`src/rtl/line_ring_ctrl.sv`:
```
// Slot/pointer sequencer for the 8-line PAL->HD ring buffer: write side follows PAL
// capture strobes, read side follows HD scan-out strobes, re-phased on each field start.
module line_ring_ctrl #(
    parameter int SLOTS       = 8,
    parameter int SLOT_AW     = 11,
    parameter int ADDR_W      = 14,
    parameter int LONG_START  = 4,
    parameter int SHORT_START = 6,
    parameter int HOFF_BIAS   = 128
) (
    input  logic                       clk,
    input  logic                       reset,
    input  logic                       i_wr_line,
    input  logic                       i_wr_pix,
    input  logic                       i_rd_line,
    input  logic                       i_rd_pix,
    input  logic                       i_field_start,
    input  logic [7:0]                 i_hoffset,
    output logic [ADDR_W-1:0]          o_wr_addr,
    output logic                       o_wr_en,
    output logic [ADDR_W-1:0]          o_rd_addr,
    output logic [$clog2(SLOTS)-1:0]   o_wr_slot,
    output logic [$clog2(SLOTS)-1:0]   o_rd_slot,
    output logic [$clog2(SLOTS):0]     o_fill,
    output logic                       o_long_frame,
    output logic [10:0]                o_line_cnt,
    output logic                       o_overrun,
    output logic                       o_underrun
);

    localparam int SLOT_W = $clog2(SLOTS);
    localparam int CNT_W  = 11;
    localparam logic [CNT_W-1:0]  CNT_MAX  = '1;
    localparam logic [SLOT_W:0]   FILL_MAX = (SLOT_W+1)'(SLOTS - 1);

    function automatic logic [SLOT_AW-1:0] read_offset(input logic [7:0] hoff);
        return SLOT_AW'(32'(hoff) - 32'(HOFF_BIAS));
    endfunction

    // Pixel pointers wrap inside their slot; the slot bits are never carried into.
    function automatic logic [ADDR_W-1:0] in_slot_inc(input logic [ADDR_W-1:0] addr);
        logic [SLOT_AW-1:0] low;
        low = addr[SLOT_AW-1:0] + SLOT_AW'(1);
        return {addr[ADDR_W-1:SLOT_AW], low};
    endfunction

    logic [ADDR_W-1:0] wr_addr_nxt;
    logic [ADDR_W-1:0] rd_addr_nxt;
    logic [SLOT_W-1:0] wr_slot_nxt;
    logic [SLOT_W-1:0] rd_slot_nxt;
    logic [SLOT_W:0]   fill_nxt;
    logic [CNT_W-1:0]  line_cnt_nxt;
    logic [CNT_W-1:0]  prev_cnt;
    logic [CNT_W-1:0]  prev_cnt_nxt;
    logic              long_nxt;
    logic              wr_en_nxt;
    logic              overrun_nxt;
    logic              underrun_nxt;
    logic [SLOT_AW-1:0] rd_off;

    always_comb begin
        wr_addr_nxt  = o_wr_addr;
        rd_addr_nxt  = o_rd_addr;
        wr_slot_nxt  = o_wr_slot;
        rd_slot_nxt  = o_rd_slot;
        fill_nxt     = o_fill;
        line_cnt_nxt = o_line_cnt;
        prev_cnt_nxt = prev_cnt;
        long_nxt     = o_long_frame;
        wr_en_nxt    = 1'b0;
        overrun_nxt  = 1'b0;
        underrun_nxt = 1'b0;
        rd_off       = read_offset(i_hoffset);

        if (i_field_start) begin
            long_nxt     = (o_line_cnt > prev_cnt);
            prev_cnt_nxt = o_line_cnt;
            wr_slot_nxt  = long_nxt ? SLOT_W'(LONG_START) : SLOT_W'(SHORT_START);
            rd_slot_nxt  = '0;
            fill_nxt     = '0;
            line_cnt_nxt = '0;
            wr_addr_nxt  = {wr_slot_nxt, {SLOT_AW{1'b0}}};
            rd_addr_nxt  = {rd_slot_nxt, rd_off};
        end else begin
            // o_wr_en high means the previous pixel was written this cycle; step past it now.
            if (i_wr_line) begin
                wr_slot_nxt = o_wr_slot + 1'b1;
                wr_addr_nxt = {wr_slot_nxt, {SLOT_AW{1'b0}}};
                if (o_line_cnt != CNT_MAX) begin
                    line_cnt_nxt = o_line_cnt + 1'b1;
                end
            end else begin
                if (o_wr_en) begin
                    wr_addr_nxt = in_slot_inc(o_wr_addr);
                end
                wr_en_nxt = i_wr_pix;
            end

            if (i_rd_line) begin
                if ((o_fill != '0) || i_wr_line) begin
                    rd_slot_nxt = o_rd_slot + 1'b1;
                end
                rd_addr_nxt = {rd_slot_nxt, rd_off};
            end else if (i_rd_pix) begin
                rd_addr_nxt = in_slot_inc(o_rd_addr);
            end

            case ({i_wr_line, i_rd_line})
                2'b10: begin
                    if (o_fill == FILL_MAX) begin
                        overrun_nxt = 1'b1;
                    end else begin
                        fill_nxt = o_fill + 1'b1;
                    end
                end
                2'b01: begin
                    if (o_fill == '0) begin
                        underrun_nxt = 1'b1;
                    end else begin
                        fill_nxt = o_fill - 1'b1;
                    end
                end
                default: ;
            endcase
        end
    end

    always_ff @(posedge clk or posedge reset) begin
        if (reset) begin
            o_wr_addr    <= '0;
            o_rd_addr    <= '0;
            o_wr_slot    <= '0;
            o_rd_slot    <= '0;
            o_fill       <= '0;
            o_line_cnt   <= '0;
            prev_cnt     <= '0;
            o_long_frame <= 1'b0;
            o_wr_en      <= 1'b0;
            o_overrun    <= 1'b0;
            o_underrun   <= 1'b0;
        end else begin
            o_wr_addr    <= wr_addr_nxt;
            o_rd_addr    <= rd_addr_nxt;
            o_wr_slot    <= wr_slot_nxt;
            o_rd_slot    <= rd_slot_nxt;
            o_fill       <= fill_nxt;
            o_line_cnt   <= line_cnt_nxt;
            prev_cnt     <= prev_cnt_nxt;
            o_long_frame <= long_nxt;
            o_wr_en      <= wr_en_nxt;
            o_overrun    <= overrun_nxt;
            o_underrun   <= underrun_nxt;
        end
    end

endmodule

```
`config.mk`:
```
export PLATFORM = sky130hd
export DESIGN_NAME = line_ring_ctrl
export DESIGN_NICKNAME = d
export VERILOG_FILES = /design/src/rtl/line_ring_ctrl.sv
export SDC_FILE = /design/constraint.sdc
export NUM_CORES = 1
export LEC_CHECK = 0
export ABC_AREA = 1
export CORE_MARGIN = 3
export CORE_UTILIZATION = 35
export CTS_CLUSTER_SIZE = 30
export DETAILED_ROUTE_END_ITERATION = 10
export HOLD_SLACK_MARGIN = 0.15
export PLACE_DENSITY = 0.55
export SETUP_SLACK_MARGIN = 0.1
export SLEW_MARGIN = 20
export SYNTH_ARGS = -nofsm -noshare
export SYNTH_HDL_FRONTEND = slang
export SYNTH_SLANG_ARGS = --single-unit
export TNS_END_PERCENT = 100
```
`constraint.sdc`:
```
create_clock -name clk -period 3.82 [get_ports clk]
set_input_delay 0.955 -clock clk [delete_from_list [all_inputs] [get_ports clk]]
set_output_delay 0.955 -clock clk [all_outputs]
set_load 0.01 [all_outputs]
```
==> results.sh <==
export IMPL_clkPwrFrac_pct=32.1
export IMPL_min_period_ns=2.46
export IMPL_hpwl_um=6340
export IMPL_cts_tree="yes"
export IMPL_worstMarginPinSlew_ns=0.498
export IMPL_hold_slack_ns=0.487
export IMPL_cts_setup_buffers=0
export IMPL_die_height_um=106
export IMPL_power_density_nw_per_um2=377
export IMPL_first_global_vias=3050
export IMPL_area_growth_pct=28.7
export IMPL_cp_cell_sequence="clkdlybuf4s50_1, nor2_2, ha_1, a21oi_1, nand2_1, xor2_1, nand2_1, o21ai_1"
export IMPL_yosysWarnings=0
export IMPL_start_util_pct=36.2
export IMPL_dp_slack_ns=1.02
export IMPL_nets=560
export IMPL_routed_via_density=4.71
export IMPL_finClkSkew_ns=0.00921
export IMPL_synth_area_um2=3530
export IMPL_ff2ff_setup_slack_ns=2.05
export IMPL_core_area_um2=9770
export IMPL_ant_nets=0
export IMPL_cts_buffers=9
export IMPL_portBuffers=67
export IMPL_yosys_area_top_type="dfrtp_1"
export IMPL_grt_antenna_before_repair=0
export IMPL_dpl_cell_count=648
export IMPL_htree_levels=3
export IMPL_insertion_delay_ns=0.33
export IMPL_overflow=0
export IMPL_fin_setup_tns_ns=0
export IMPL_synth_fp_nets=485
export IMPL_critPathArrivalTime_ns=2.68
export IMPL_p_sw_share_pct=29.3
export IMPL_cap_violations=0
export IMPL_leakagePower_nw=2.10
export IMPL_drt_iter0_drc=87
export IMPL_switchingPower_w=0.000503
export IMPL_clkSinkCount=64
export IMPL_slowest_delay_ns=0.59
export IMPL_ys_seq_area_share_pct=45.3
export IMPL_crit_path_top_delay_cell="clkdlybuf4s50_1"
export IMPL_endpoint_kind="register"
export IMPL_cp_endpoint="o_fill[3]"
export IMPL_worstSetupPathType="input pin to register"
export IMPL_path_max_fanout=7
export IMPL_cts_root_buf="clkbuf_8"
export IMPL_cp_start_kind="input pin"
export IMPL_pwr_share_seq_pct=46.1
export IMPL_power_internal_w=0.00121
export IMPL_place_congestion=0.815
export IMPL_routedWlPerCell_um=12.6
export IMPL_synthArstFlopShare_pct=100
export IMPL_track_usage_pct=15.7
export IMPL_ys_types=32
export IMPL_vdd_drop_max_mv=0.155
export IMPL_crit_required_ns=4.04
export IMPL_totalWireLength_um=8360
export IMPL_num_vias=3128
export IMPL_die_x_um=106
export IMPL_grt_first_pass_wirelength_um=14500
export IMPL_cts_path_max_buffers=2
export IMPL_hold_viol_final=0
export IMPL_rsz0062_at_grt="false"
export IMPL_reg2regPathDepth=8
export IMPL_synth_area_leaders="dfrtp_1 (45%), nand2_1 (12%), inv_1 (6.7%), ha_1 (6.4%), o21ai_0 (4.5%)"
export IMPL_r2r_end="o_line_cnt[7]"
export IMPL_syn_area_per_cell_um2=7.84
export IMPL_status="complete, no violations"
export IMPL_rows=36
export IMPL_die_area_um2=11300
export IMPL_setup_viol=0
export IMPL_combPwrFrac_pct=21.8
export IMPL_grt_max_degree=24
export IMPL_firstDrtPassIters=4
export IMPL_drv_slew=0
export IMPL_layout_cells_non_filler=664
export IMPL_pin_count=68
export IMPL_cp_common_cell="nand2_1"
export IMPL_route_detailed_drc=0
export IMPL_drive_gt1_share_pct=7.34
export IMPL_fin_crit_sh_pct=64.4
export IMPL_slew_headroom_pct=66.7
export IMPL_hp_class="register to register"
export IMPL_r2r_start="o_line_cnt[1]"
export IMPL_path_clk_slew_ns=0.07
export IMPL_synth_flop_cell="dfrtp_1"
export IMPL_max_freq_mhz=407
export IMPL_cts_hold_buf=0
export IMPL_cts_resized=0
export IMPL_antenna_cells=0
export IMPL_synth_edf_count=0
export IMPL_hold_start="o_rd_addr[13]"
export IMPL_synth_top_cell_area_share_pct=45.3
export IMPL_synth_seq_cells=64
export IMPL_syn_instance_count=451
export IMPL_setup_ws_ns=1.36
export IMPL_crit_path_start="i_wr_line"
synth_stat cells (5+ instances only):
cell       n
dfrtp_1   64
nor2_1    30
a21oi_1   19
buf_2      5
nor3_1     8
ha_1      18
o21ai_0   32
xor2_1     6
nand3_1   29
o21ai_1   18
nand2_1  110
inv_2      7
inv_1     63
nand4_1    9
power groups by stage:
stage / Sequential, W / Clock, W / Combinational (W)
3_3_place_gp: 0.000803 / 0 / 0.000374
3_5_place_dp: 0.000803 / 0 / 0.000377
6_report: 0.000790 / 0.000551 / 0.000373
4_1_cts: 0.000791 / 0.000577 / 0.000379
2_1_floorplan: 0.000817 / 0 / 0.000181
5_1_grt: 0.000800 / 0.000602 / 0.000417
flip-flops by register name, indices dropped and copies added, names as in the netlist:
register	count
o_overrun	1
o_underrun	1
o_fill	4
o_wr_slot	3
o_rd_addr	14
prev_cnt	11
o_rd_slot	3
o_wr_addr	14
o_long_frame	1
o_line_cnt	11
o_wr_en	1
logic make-up (layout without fill, tap and decap cells):
logic type | Yosys count | in the layout | share of synthesized area [%]
xor gates and xnor gates | 9 | 9 | 2.23
adders and majority gates | 19 | 19 | 6.94
DFF | 64 | 64 | 45.3
AOI/OAI and AO/OA | 78 | 78 | 11.6
buffers and inverters | 78 | 158 | 8.50
and+or+nand+nor | 203 | 203 | 25.4
metrics by stage:
step	util, %	instance area (um2)	power, W
after detailed placement	44.7	4370	0.00118
after CTS	46.5	4550	0.00175
after global placement	44.7	4370	0.00118
after global routing	46.5	4550	0.00182
final	46.5	4550	0.00171
after floorplan	-	3530	0.000997
placed cells by master (no fill, tap or decap), drive strengths merged, types with 3 or more instances in the layout:
cell and instances:
o21ai 50, nand3b 3, nor3 8, a21oi 19, nand4 9, nand2 114
dfrtp 64, ha 18, inv 70, o211ai 3, nand3 32, nor2 35
xnor2 3, clkdlybuf4s50 67, xor2 6, clkinv 4, clkbuf 12, buf 4
worst max-delay path, delay by kind of cell:
family	cells	cell delay, ns
AOI/OAI and AO/OA	2	0.20
xor gates and xnor gates	1	0.16
adders and majority gates	1	0.31
buffers and inverters	1	0.59
and+or+nand+nor	3	0.45
worst min-delay path by stage:
stage	cells past startpoint	to
after floorplan	2	prev_cnt[0]
after global placement	2	o_rd_addr[13]
after detailed placement	2	o_rd_addr[12]
after CTS	2	o_rd_addr[12]
after global routing	2	o_long_frame
final	2	o_rd_addr[13]
cell type report:
cell class | count | area (um2)
clock buffers | 12 | 135
clock inverters | 4 | 45.0
fillers | 976 | 5230
inverters | 71 | 268
multi-input cells | 309 | 1630
flip-flops and latches | 64 | 1600
well taps | 133 | 166
repair buffers | 71 | 701
metal layers:
| metal | wire (um) | global-route usage (%) | share of wire (%) | up-vias |
|---|---|---|---|---|
| met1 | 4030 | 21.6 | 48 | 1451 |
| met4 | 104 | 5.66 | 1.2 | 0 |
| met3 | 303 | 2.55 | 3.6 | 8 |
| li1 | - | - | - | 1609 |
| met5 | 0 | 0 | 0 | - |
| met2 | 3930 | 25.2 | 47 | 60 |
(Power assumes the default switching activity.)
